<file path="src/rtl/ntt_ctrl_fsm.sv">
// Sequencer for the NTT/INTT butterfly datapath: stage/issue/drain timing plus RAM load/unload.
// Optional CTRL_CYCCNT_EN adds a saturating busy-cycle counter output cyc_cnt_o.
module ntt_ctrl_fsm #(
  parameter int unsigned N             = 256,
  parameter int unsigned COEF_PER_WORD = 2,
  parameter int unsigned BF_PAR        = 1,
  parameter int unsigned STAGES        = 7,
  parameter int unsigned PIPE_LAT      = 11,
  parameter int unsigned RD_LAT        = 1,
  localparam int unsigned Words        = N / COEF_PER_WORD,
  localparam int unsigned Issue        = N / (2 * BF_PAR),
  localparam int unsigned IdxW         = (Words > 1) ? $clog2(Words) : 1,
  localparam int unsigned StW          = (STAGES > 1) ? $clog2(STAGES) : 1
) (
  input  logic            clk_i,
  input  logic            rst_ni,
  input  logic            start_i,
  input  logic [1:0]      mode_i,
  input  logic            in_valid_i,
  output logic            busy_o,
  output logic            newloop_o,
  output logic [StW-1:0]  stage_o,
  output logic            rd_en_o,
  output logic [IdxW-1:0] rd_idx_o,
  output logic            wen_o,
  output logic [IdxW-1:0] wr_idx_o,
  output logic            out_valid_o,
`ifdef CTRL_CYCCNT_EN
  output logic [31:0]     cyc_cnt_o,
`endif
  output logic            done_o
);

  localparam logic [1:0] ModeNtt  = 2'b00;
  localparam logic [1:0] ModeIntt = 2'b01;
  localparam logic [1:0] ModeIn   = 2'b10;
  localparam logic [1:0] ModeOut  = 2'b11;

  localparam logic [IdxW-1:0] IssueLast = IdxW'(Issue - 1);
  localparam logic [IdxW-1:0] WordsLast = IdxW'(Words - 1);
  localparam logic [StW-1:0]  StageLast = StW'(STAGES - 1);

  typedef enum logic [2:0] {
    StIdle, StPrep, StIssue, StDrain, StLoad, StUnload, StFin
  } state_e;

  state_e          state_q, state_d;
  logic [1:0]      mode_q, mode_d;
  logic [StW-1:0]  stage_q, stage_d;
  logic [IdxW-1:0] idx_q, idx_d;
  logic            first_q, first_d;
  logic            rd_done_q, rd_done_d;
  logic            issue_en, unload_en, load_acc, last_stage;

  // Write-path delay line: rd_en/rd_idx of the issue phase, PIPE_LAT cycles late.
  logic [PIPE_LAT-1:0] wv_q;
  logic [IdxW-1:0]     wi_q [PIPE_LAT];
  // Read-data delay line for unload: valid and "last word" markers.
  logic [RD_LAT-1:0]   ov_q, ol_q;

  always_comb begin
    state_d    = state_q;
    mode_d     = mode_q;
    stage_d    = stage_q;
    idx_d      = idx_q;
    rd_done_d  = rd_done_q;
    first_d    = 1'b0;
    issue_en   = (state_q == StIssue);
    unload_en  = (state_q == StUnload) && !rd_done_q;
    load_acc   = (state_q == StLoad) && in_valid_i;
    last_stage = (mode_q == ModeIntt) ? (stage_q == '0) : (stage_q == StageLast);

    unique case (state_q)
      StIdle: begin
        if (start_i) begin
          mode_d    = mode_i;
          idx_d     = '0;
          rd_done_d = 1'b0;
          first_d   = mode_i[1];
          unique case (mode_i)
            ModeNtt:  begin state_d = StPrep; stage_d = '0;        end
            ModeIntt: begin state_d = StPrep; stage_d = StageLast; end
            ModeIn:   state_d = StLoad;
            ModeOut:  state_d = StUnload;
          endcase
        end
      end
      StPrep: begin
        idx_d   = '0;
        state_d = StIssue;
      end
      StIssue: begin
        if (idx_q == IssueLast) state_d = StDrain;
        else                    idx_d   = idx_q + 1'b1;
      end
      StDrain: begin
        // Next stage may only start once the final write of this one has gone out.
        if (wv_q[PIPE_LAT-1] && (wi_q[PIPE_LAT-1] == IssueLast)) begin
          if (last_stage) begin
            state_d = StFin;
          end else begin
            state_d = StPrep;
            stage_d = (mode_q == ModeIntt) ? stage_q - 1'b1 : stage_q + 1'b1;
          end
        end
      end
      StLoad: begin
        if (load_acc) begin
          if (idx_q == WordsLast) state_d = StFin;
          else                    idx_d   = idx_q + 1'b1;
        end
      end
      StUnload: begin
        if (unload_en) begin
          if (idx_q == WordsLast) rd_done_d = 1'b1;
          else                    idx_d     = idx_q + 1'b1;
        end
        if (ol_q[RD_LAT-1]) state_d = StFin;
      end
      StFin:   state_d = StIdle;
      default: state_d = StIdle;
    endcase
  end

  always_ff @(posedge clk_i or negedge rst_ni) begin
    if (!rst_ni) begin
      state_q   <= StIdle;
      mode_q    <= ModeNtt;
      stage_q   <= '0;
      idx_q     <= '0;
      first_q   <= 1'b0;
      rd_done_q <= 1'b0;
      wv_q      <= '0;
      ov_q      <= '0;
      ol_q      <= '0;
      for (int unsigned i = 0; i < PIPE_LAT; i++) wi_q[i] <= '0;
    end else begin
      state_q   <= state_d;
      mode_q    <= mode_d;
      stage_q   <= stage_d;
      idx_q     <= idx_d;
      first_q   <= first_d;
      rd_done_q <= rd_done_d;
      wv_q[0]   <= issue_en;
      wi_q[0]   <= idx_q;
      ov_q[0]   <= unload_en;
      ol_q[0]   <= unload_en && (idx_q == WordsLast);
      for (int unsigned i = 1; i < PIPE_LAT; i++) begin
        wv_q[i] <= wv_q[i-1];
        wi_q[i] <= wi_q[i-1];
      end
      for (int unsigned i = 1; i < RD_LAT; i++) begin
        ov_q[i] <= ov_q[i-1];
        ol_q[i] <= ol_q[i-1];
      end
    end
  end

  assign busy_o      = (state_q != StIdle);
  assign newloop_o   = (state_q == StPrep) || first_q;
  assign stage_o     = stage_q;
  assign rd_en_o     = issue_en || unload_en;
  assign rd_idx_o    = rd_en_o ? idx_q : '0;
  assign wen_o       = wv_q[PIPE_LAT-1] || load_acc;
  assign wr_idx_o    = load_acc ? idx_q : (wv_q[PIPE_LAT-1] ? wi_q[PIPE_LAT-1] : '0);
  assign out_valid_o = ov_q[RD_LAT-1];
  assign done_o      = (state_q == StFin);

`ifdef CTRL_CYCCNT_EN
  logic [31:0] cyc_cnt_q;

  always_ff @(posedge clk_i or negedge rst_ni) begin
    if (!rst_ni) begin
      cyc_cnt_q <= '0;
    end else if ((state_q == StIdle) && start_i) begin
      cyc_cnt_q <= '0;
    end else if (busy_o && (cyc_cnt_q != 32'hFFFF_FFFF)) begin
      cyc_cnt_q <= cyc_cnt_q + 32'd1;
    end
  end

  assign cyc_cnt_o = cyc_cnt_q;
`endif

endmodule

</file>
<file path="config.mk">
export PLATFORM = sky130hd
export DESIGN_NAME = ntt_ctrl_fsm
export DESIGN_NICKNAME = d
export VERILOG_FILES = /design/src/rtl/ntt_ctrl_fsm.sv
export SDC_FILE = /design/constraint.sdc
export NUM_CORES = 1
export LEC_CHECK = 0
export CELL_PAD_IN_SITES_DETAIL_PLACEMENT = 1
export CELL_PAD_IN_SITES_GLOBAL_PLACEMENT = 1
export CORE_MARGIN = 3
export CORE_UTILIZATION = 47
export CTS_CLUSTER_DIAMETER = 80
export DETAILED_ROUTE_END_ITERATION = 6
export PLACE_DENSITY_LB_ADDON = 0.08
export SLEW_MARGIN = 20
export SYNTH_ARGS = -nofsm -noshare
export SYNTH_HDL_FRONTEND = slang
export SYNTH_SLANG_ARGS = --single-unit
</file>
<file path="constraint.sdc">
create_clock -name clk_i -period 2.07 [get_ports clk_i]
set_input_delay 0.5175 -clock clk_i [delete_from_list [all_inputs] [get_ports clk_i]]
set_output_delay 0.5175 -clock clk_i [all_outputs]
set_load 0.005 [all_outputs]
</file>
* Word-level counts from Yosys, hierarchy flattened
Cells that the tools add are included.
** Word-level totals
- Bits in registers :: 107
- Input bits :: 6
- Output and inout bits :: 23
- Word-level logic and storage cells :: 97
** Operators by class
- Multiplexer cells :: 30
- Add/subtract/negate cells :: 3
- Reductions and logical operators :: 21
- Eq/ne operators :: 23
** Operators by type and width (number)
- $mux W7 :: 7
- $pmux W7 S5 :: 1
- $mux W3 :: 11
- $pmux W3 S6 :: 1
- $eq A7 B7 Y1 const B :: 2
- $eq A3 B3 Y1 const B :: 4
- $ne A2 B2 Y1 const B :: 6
- $pmux W3 S2 :: 2
- $pmux W3 S3 :: 1
- $reduce_and A4 Y1 :: 2
- $add A7 B1 Y7 const B :: 1
- $eq A3 B2 Y1 const B :: 2
- $logic_not A3 Y1 :: 2
- $mux W1 :: 6
- $ne A2 B1 Y1 const B :: 3
- $reduce_and A6 Y1 :: 1
- $reduce_and A5 Y1 :: 1
- $reduce_bool A5 Y1 :: 1
- $eq A2 B1 Y1 const B :: 2
- $eq A2 B2 Y1 const B :: 2
- $logic_and A1 B1 Y1 :: 4
- $reduce_bool A2 Y1 :: 2
- $add A3 B1 Y3 const B :: 1
- $eq A3 B1 Y1 const B :: 1
- other kinds (9) :: 11

* Depth between registers and ports, before layout
Gate-level depths: netlist of the first run.
- Depth in word-level cells :: 5
- Gate-level depth with buffers :: 6
- Gate-level depth less buffers :: 6

* Least setup slack after synthesis of the first run
No wires, ideal clock.
- Path kind :: register to output
- Start :: reg state_q[2]
- End :: out wr_idx_o[4]
- Required time :: 1.553 ns
- Stages on the path, launching flop included :: 7
- Buffers on the path :: 2
- Setup slack :: 0.246 ns
- Arrival time :: 1.306 ns
- Cell sequence :: dfrtp_1 > buf_4 > nand2_1 > nor3_1 > buf_2 > nand2_1 > o21ai_0
** Between the ends
- Longest elaborated chain between the ends :: 3
** Ends and longest elaborated chain
- start, declared :: line 47 : state_e state_q, state_d;
- start signal, assigned :: line 127 : state_q <= StIdle;
- start signal, assigned :: line 138 : state_q <= state_d;
- $eq A3 B3 Y1 :: line 70 : load_acc = (state_q == StLoad) && in_valid_i;
- $logic_and A1 B1 Y1 :: line 70
- $mux W7 :: line 165 : assign wr_idx_o = load_acc ? idx_q : (wv_q[PIPE_LAT-1] ? wi_q[PIPE_LAT-1] : '0);
- end, declared :: line 26 : output logic [IdxW-1:0] wr_idx_o,
Every way passes these cells.

* Worst setup path after layout of the first run
- Start :: reg state_q[1]
- End :: out wr_idx_o[4]
The elaborated chain is that of the path after synthesis.

==> summary.txt, run 1 <==
Power and ir drop
  – Power, Total: 3.32 mW
  – Pleak: 2.07 nW
  – Maximum vdd drop: 0.470 mV
  – PwrDens: 726 nW/um2

Finish
  – Layout fillers: 682
  – Storage element area: 2680 um2
  – Nets: 334
  – Design Area, Final: 4570 um2
  – Fraction of layout cells with a size suffix above 1: 36.3%
  – Multi-input logic area: 891 um2
  – P&R area growth vs syn: 30.5%

Global routing
  – Total Routing Usage GR: 19.8%
  – Initial antenna violation count: 0
  – Gr ovfl total: 0
  – First-pass GRT wire length: 12,700 um
  – Vias in the first global route: 2,436
  – Largest net degree at the start of global routing: 38

Clocking
  – CTS root buffer: clkbuf_8
  – Buffers from clock root to sink, at most: 2
  – # hold bufs at CTS: 0
  – CTS tree: yes
  – H-tree depth: 3
  – Clock Pin Slew Worst Setup and Hold Paths: 100 ps
  – Clock sink total: 107
  – Clock Latency Late Sink: 360 ps
  – CTS buffer count: 9

STA
  – RSZ-0062 raised after global routing: true
  – Slew Viols, Final: 0
  – Slew headroom: 68.6%
  – Final setup vio count: 18
  – Clock skew: 10.5 ps
  – Final hold slack: 101 ps
  – Endpoints failing hold: 0
  – Minimum clock period: 2340 ps
  – Final setup margin: -266 ps
  – Setup TNS Final: -2900 ps
  – Slew @ Worst Pin: 471 ps
  – F_max: 428 MHz
  – Final worst-path cycle share: 113%

Synthesis
  – Synth warnings: 0
  – Register area share after synthesis: 76.5%
  – EDFF count, synth: 0
  – Post-synthesis cell type count: 47
  – Synthesized netlist net count: 252
  – Synth Area per Inst: 14.3 um2
  – Mapped Cells: 244
  – Main synth FF type: dfrtp_1
  – Synthesis-stage register bit count: 107
  – Synthesized area: 3500 um2
  – Post-synth ARST share: 100%

Routing
  – Drc violations: 0
  – Final WL: 8060 um
  – Final ANT Viol Nets: 0
  – First-pass detailed-route iteration total: 5
  – Via count: 2,169
  – Vias per cell: 5.07
  – Mean routed wirelength per cell: 18.8 um
  – DRT iter0 DRCs: 66

Floorplan
  – I/O Pins: 29
  – Row cnt: 30
  – Die width: 92.3 um
  – Initial Util: 49.9%
  – Core area: 7020 um2
  – DIE AREA: 8520 um2
  – Die extent in y: 92.3 um

Worst setup path
  – Crit Path Max Fanout: 5
  – CP arrival: 1820 ps
  – CP Launch Point: state_q[1]$_DFFE_PN0P_
  – Setup Crit Path Kind: reg2out
  – Critical R2R Launch: state_q[1]$_DFFE_PN0P_
  – Worst Setup End Kind: primary output
  – CP startpoint kind: flip-flop
  – Required time of the worst setup path: 1550 ps

Placed design
  – DP Wirelength: 4980 um
  – I/O Buffers: 28
  – Placement Cell Area: 4080 um2
  – Pre-CTS setup slack: -667 ps
  – RePlAce Congestion: 0.794

Status
  – Outcome: finished with violations
  – Violated checks: negative setup slack

Min path
  – Hold crit path type: in2async

Job
  – Max Cap Violations: 0
-- metrics by stage --
| stage | util, % | instances |
|---|---|---|
| after CTS | 63.6 | 420 |
| after global routing | 65.0 | 427 |
| after detailed placement | 58.1 | 388 |
| after floorplan | - | 244 |
| after global placement | 58.1 | 388 |
| final | 65.1 | 428 |
-- kinds of logic (layout without fill, tap and decap cells) --
logic type | after synthesis | after routing | share of synthesized area (%)
simple gates | 71 | 71 | 11.1
other cells | 0 | 1 | 0
xor+xnor | 1 | 1 | 0.250
mux | 3 | 3 | 0.929
flops | 107 | 107 | 76.5
buf+inv | 13 | 100 | 1.72
fa+ha+maj | 2 | 2 | 0.929
compound gates | 47 | 47 | 8.61
-- power by group --
group	leakage [nW]	switching, mW	internal, mW
Clock	0.0932	0.707	0.456
Combinational	0.751	0.0465	0.0177
Sequential	1.23	0	2.09
Total	2.07	0.754	2.56
-- path summary, 6_finish.rpt --
path	slack, ps	depth (start not counted)	to
worst max-delay path	-270	9	wr_idx_o[4]
worst min register to register	350	0	wi_q[41]$_DFF_PN0_
min in group clk_i	350	0	wi_q[41]$_DFF_PN0_
worst max register to register	0	8	stage_o[1]$_DFFE_PN0P_
worst min-delay path	100	1	wi_q[3]$_DFF_PN0_
max in group asynchronous	1410	2	state_q[2]$_DFFE_PN0P_
-- critical path: stages, from the launching register on --
cell and delay [ps]:
dfrtp_1 440, buf_6 140, buf_6 110, nor3_4 150, buf_6 150, buf_6 100, buf_6 100, nand2_4 50
o21ai_1 80, buf_2 120
-- repair_timing --
item | 4_1_cts | 5_1_grt
cloned | 1 | 0
pin swaps | 4 | 7
resized for setup | 112 | 19
setup buffers | 15 | 8
setup endpoints to repair | 19 | 19
-- layout make-up --
cell class              instances  share of cell area [%]
flip-flops and latches        107                    58.6
diodes                          1                  0.0548
multi-input cells             124                    19.5
clock inverters                 7                    1.31
inverters                       8                   0.712
well taps                      96                    2.63
repair buffers                 76                    14.4
clock buffers                   9                    2.71
-- routing by layer --
layer,GRT usage (%),wire length (um),vias up
met5,0,0,-
met4,5.07,71,0
met3,4.71,239,6
met2,33.4,4230,34
met1,25.8,3520,1132
li1,-,-,997
-- state kept, by name, indices dropped and copies added, names as in the netlist --
signal	cells
idx_q	7
ol_q	1
mode_q	2
wv_q	11
out_valid_o	1
stage_o	3
first_q	1
state_q	3
wi_q	77
rd_done_q	1
-- placed cells by master (no fill, tap or decap), types with 3 or more instances in the layout --
master and n:
clkdlybuf4s50_1 7, o21ai_0 15, buf_12 3, nand4_1 3, buf_2 13, inv_1 5, nand2_1 13, inv_6 3
nand2_2 5, a21oi_1 6, nand3_1 7, nor2b_4 6, buf_4 32, nor2_1 6, buf_6 15, nor2b_1 3
dfrtp_1 106, nor3_1 6, clkbuf_8 9, o21ai_1 7
-- Yosys cell counts, types with 2 or more instances --
master / number / area [um2]
dfrtp_1: 107 / 2680
o21ai_0: 22 / 110
nand2_1: 20 / 75.1
nor2b_1: 10 / 62.6
nor2_1: 8 / 30.0
nor3_1: 8 / 40.0
inv_1: 7 / 26.3
nand3_1: 7 / 35.0
a21oi_1: 6 / 30.0
nand4_1: 3 / 18.8
a21o_1: 2 / 15.0
a2bb2oi_1: 2 / 17.5
and3_1: 2 / 12.5
buf_2: 2 / 10.0
buf_4: 2 / 15.0
nand2b_1: 2 / 12.5
nor3b_1: 2 / 15.0
o31ai_2: 2 / 25.0
or2_2: 2 / 12.5
No activity file was read; power rests on OpenSTA's default activity.
==> run 2: changes to the inputs <==
SLEW_MARGIN = unset   (was 20)
==> results of run 2 <==
Same layout as run 1: the final DEF is identical, and so are final timing and power.
==> run 3: changes to the inputs <==
CELL_PAD_IN_SITES_DETAIL_PLACEMENT = 0   (was 1)
==> summary.txt, run 3 (synthesis gave the netlist of run 1 again) <==
Global routing
  – Largest net degree at the start of global routing: 38 (unchanged)
  – Gr ovfl total: 0 (unchanged)
  – Vias in the first global route: 2,119 (-13%)
  – First-pass GRT wire length: 10,800 um (-15%)
  – Total Routing Usage GR: 16.7% (-3.0 points)
  – Initial antenna violation count: 0 (unchanged)

Floorplan
  – DIE AREA: 8520 um2 (unchanged)
  – I/O Pins: 29 (unchanged)
  – Die extent in y: 92.3 um (unchanged)
  – Row cnt: 30 (unchanged)
  – Initial Util: 49.9% (unchanged)
  – Core area: 7020 um2 (unchanged)
  – Die width: 92.3 um (unchanged)

STA
  – Slew Viols, Final: 0 (unchanged)
  – Slew @ Worst Pin: 471 ps (+0.143 ps)
  – Clock skew: 11.5 ps (+0.978 ps)
  – Slew headroom: 68.6% (about the same)
  – Minimum clock period: 2240 ps (-98.8 ps)
  – Final worst-path cycle share: 108% (-4.8 points)
  – Endpoints failing hold: 0 (unchanged)
  – RSZ-0062 raised after global routing: true
  – Final hold slack: 111 ps (+10.2 ps)
  – F_max: 447 MHz (+4.4%)
  – Final setup margin: -167 ps (+98.8 ps)
  – Final setup vio count: 16 (-2)

Worst setup path
  – Required time of the worst setup path: 1550 ps (about the same)
  – Setup Crit Path Kind: reg2out
  – Crit Path Max Fanout: 5 (unchanged)
  – CP startpoint kind: flip-flop
  – Worst Setup End Kind: primary output
  – CP arrival: 1720 ps (-100 ps)

Finish
  – Layout fillers: 540 (-21%)
  – Most flop-heavy register: wi_q
  – P&R area growth vs syn: 32.3%
  – Nets: 340 (+1.8%)
  – Fraction of layout cells with a size suffix above 1: 37.4% (+1.1 points)
  – Max FFs per register: 77 (unchanged)
  – Commonest cells after routing, fill and taps aside: dfrtp_1 (106), buf_4 (35), buf_6 (17), o21ai_0 (15), buf_2 (15)
  – Antenna cells: 0 (-1)
  – Commonest non-fill, non-tap cell in the layout: dfrtp_1
  – Top flop regs: wi_q: 77 flops, wv_q: 11 flops, idx_q: 7 flops

Power and ir drop
  – Power, Total: 3.43 mW (+3.4%)
  – Pleak: 2.08 nW (+0.68%)
  – PwrDens: 740 nW/um2 (+2.0%)
  – Maximum vdd drop: 0.418 mV (-11%)

Min path
  – Hold crit path type: in2async

Job
  – Max Cap Violations: 0 (unchanged)

Clocking
  – Clock Pin Slew Worst Setup and Hold Paths: 100 ps (about the same)
  – # hold bufs at CTS: 0 (unchanged)
  – Clock Latency Late Sink: 350 ps (about the same)
  – H-tree depth: 3 (unchanged)
  – Clock sink total: 107 (unchanged)
  – CTS tree: yes
  – CTS buffer count: 9 (unchanged)
  – Buffers from clock root to sink, at most: 2 (unchanged)
  – CTS root buffer: clkbuf_8

Routing
  – Vias per cell: 4.94 (-2.5%)
  – Drc violations: 0 (unchanged)
  – First-pass detailed-route iteration total: 4 (-1)
  – Final ANT Viol Nets: 0 (unchanged)
  – DRT iter0 DRCs: 96 (+45%)
  – Via count: 2,139 (-1.4%)
  – Mean routed wirelength per cell: 14.8 um (-21%)
  – Final WL: 6410 um (-20%)

Placed design
  – RePlAce Congestion: 0.794 (unchanged)
  – DP Wirelength: 4090 um (-18%)
  – I/O Buffers: 28 (unchanged)

Status
  – Violated checks: negative setup slack
  – Outcome: finished with violations
## run 3: area by class of cell
type                       count  area, um2  share of cell area (%)
inverter                       8       32.5                   0.702
tap                           96        120                    2.59
sequential                   107       2680                    57.8
clock buffer                   9        124                    2.67
timing repair buffer          82        712                    15.4
clock inverter                 7       85.1                    1.84
multi-input combinational    124        880                    19.0
## run 3: repair_timing
| action | in CTS | in global routing |
|---|---|---|
| pin swaps | 6 | 6 |
| resized for setup | 112 | 23 |
| gates cloned | 1 | 0 |
| buffers inserted | 25 | 6 |
| endpoints found under the setup margin | 19 | 18 |
## run 3: per-stage QoR
| step | TNS [ps] | cells | area (um2) | worst slack (ps) | util [%] |
|---|---|---|---|---|---|
| floorplan | 0 | 244 | 3500 | 246 | - |
| global placement | -6170 | 388 | 4080 | -607 | 58.1 |
| detailed placement | -6370 | 388 | 4080 | -636 | 58.1 |
| CTS | -1780 | 430 | 4550 | -230 | 64.9 |
| global route | -2840 | 433 | 4630 | -246 | 66.0 |
| finish | -1200 | 433 | 4630 | -167 | 66.0 |
## run 3: final timing paths
check | startpoint | endpoint | slack, ps | cells after the start
max | state_q[2]$_DFFE_PN0P_ | rd_idx_o[4] | -170 | 7
min | rst_ni | wi_q[14]$_DFF_PN0_ | 110 | 1
max in group asynchronous | rst_ni | state_q[2]$_DFFE_PN0P_ | 1400 | 2
min in group clk_i | wi_q[40]$_DFF_PN0_ | wi_q[33]$_DFF_PN0_ | 350 | 0
min reg2reg | wi_q[40]$_DFF_PN0_ | wi_q[33]$_DFF_PN0_ | 350 | 0
max reg2reg | state_q[2]$_DFFE_PN0P_ | idx_q[3]$_DFFE_PN0P_ | 200 | 8
## run 3: critical path, cell delays in order (launching register included)
cell and delay, ps:
dfrtp_2 450, buf_4 150, nor3b_4 230, nor2_4 80, buf_12 140, buf_12 120
nor2b_4 90, buf_2 110
## run 3: where the power goes
group / internal (mW) / switching (mW)
Sequential: 2.09 / 0
Clock: 0.578 / 0.699
Combinational: 0.0178 / 0.0456
## run 3: per-layer routing
metal | global-route usage, % | share of wire (%) | routed length, um | vias to the layer above
met5 | 0 | 0 | 0 | -
met4 | 5.20 | 0.89 | 57 | 0
met3 | 4.71 | 3.5 | 225 | 6
met2 | 25.5 | 48 | 3080 | 35
met1 | 23.6 | 48 | 3050 | 1081
li1 | - | - | - | 1017
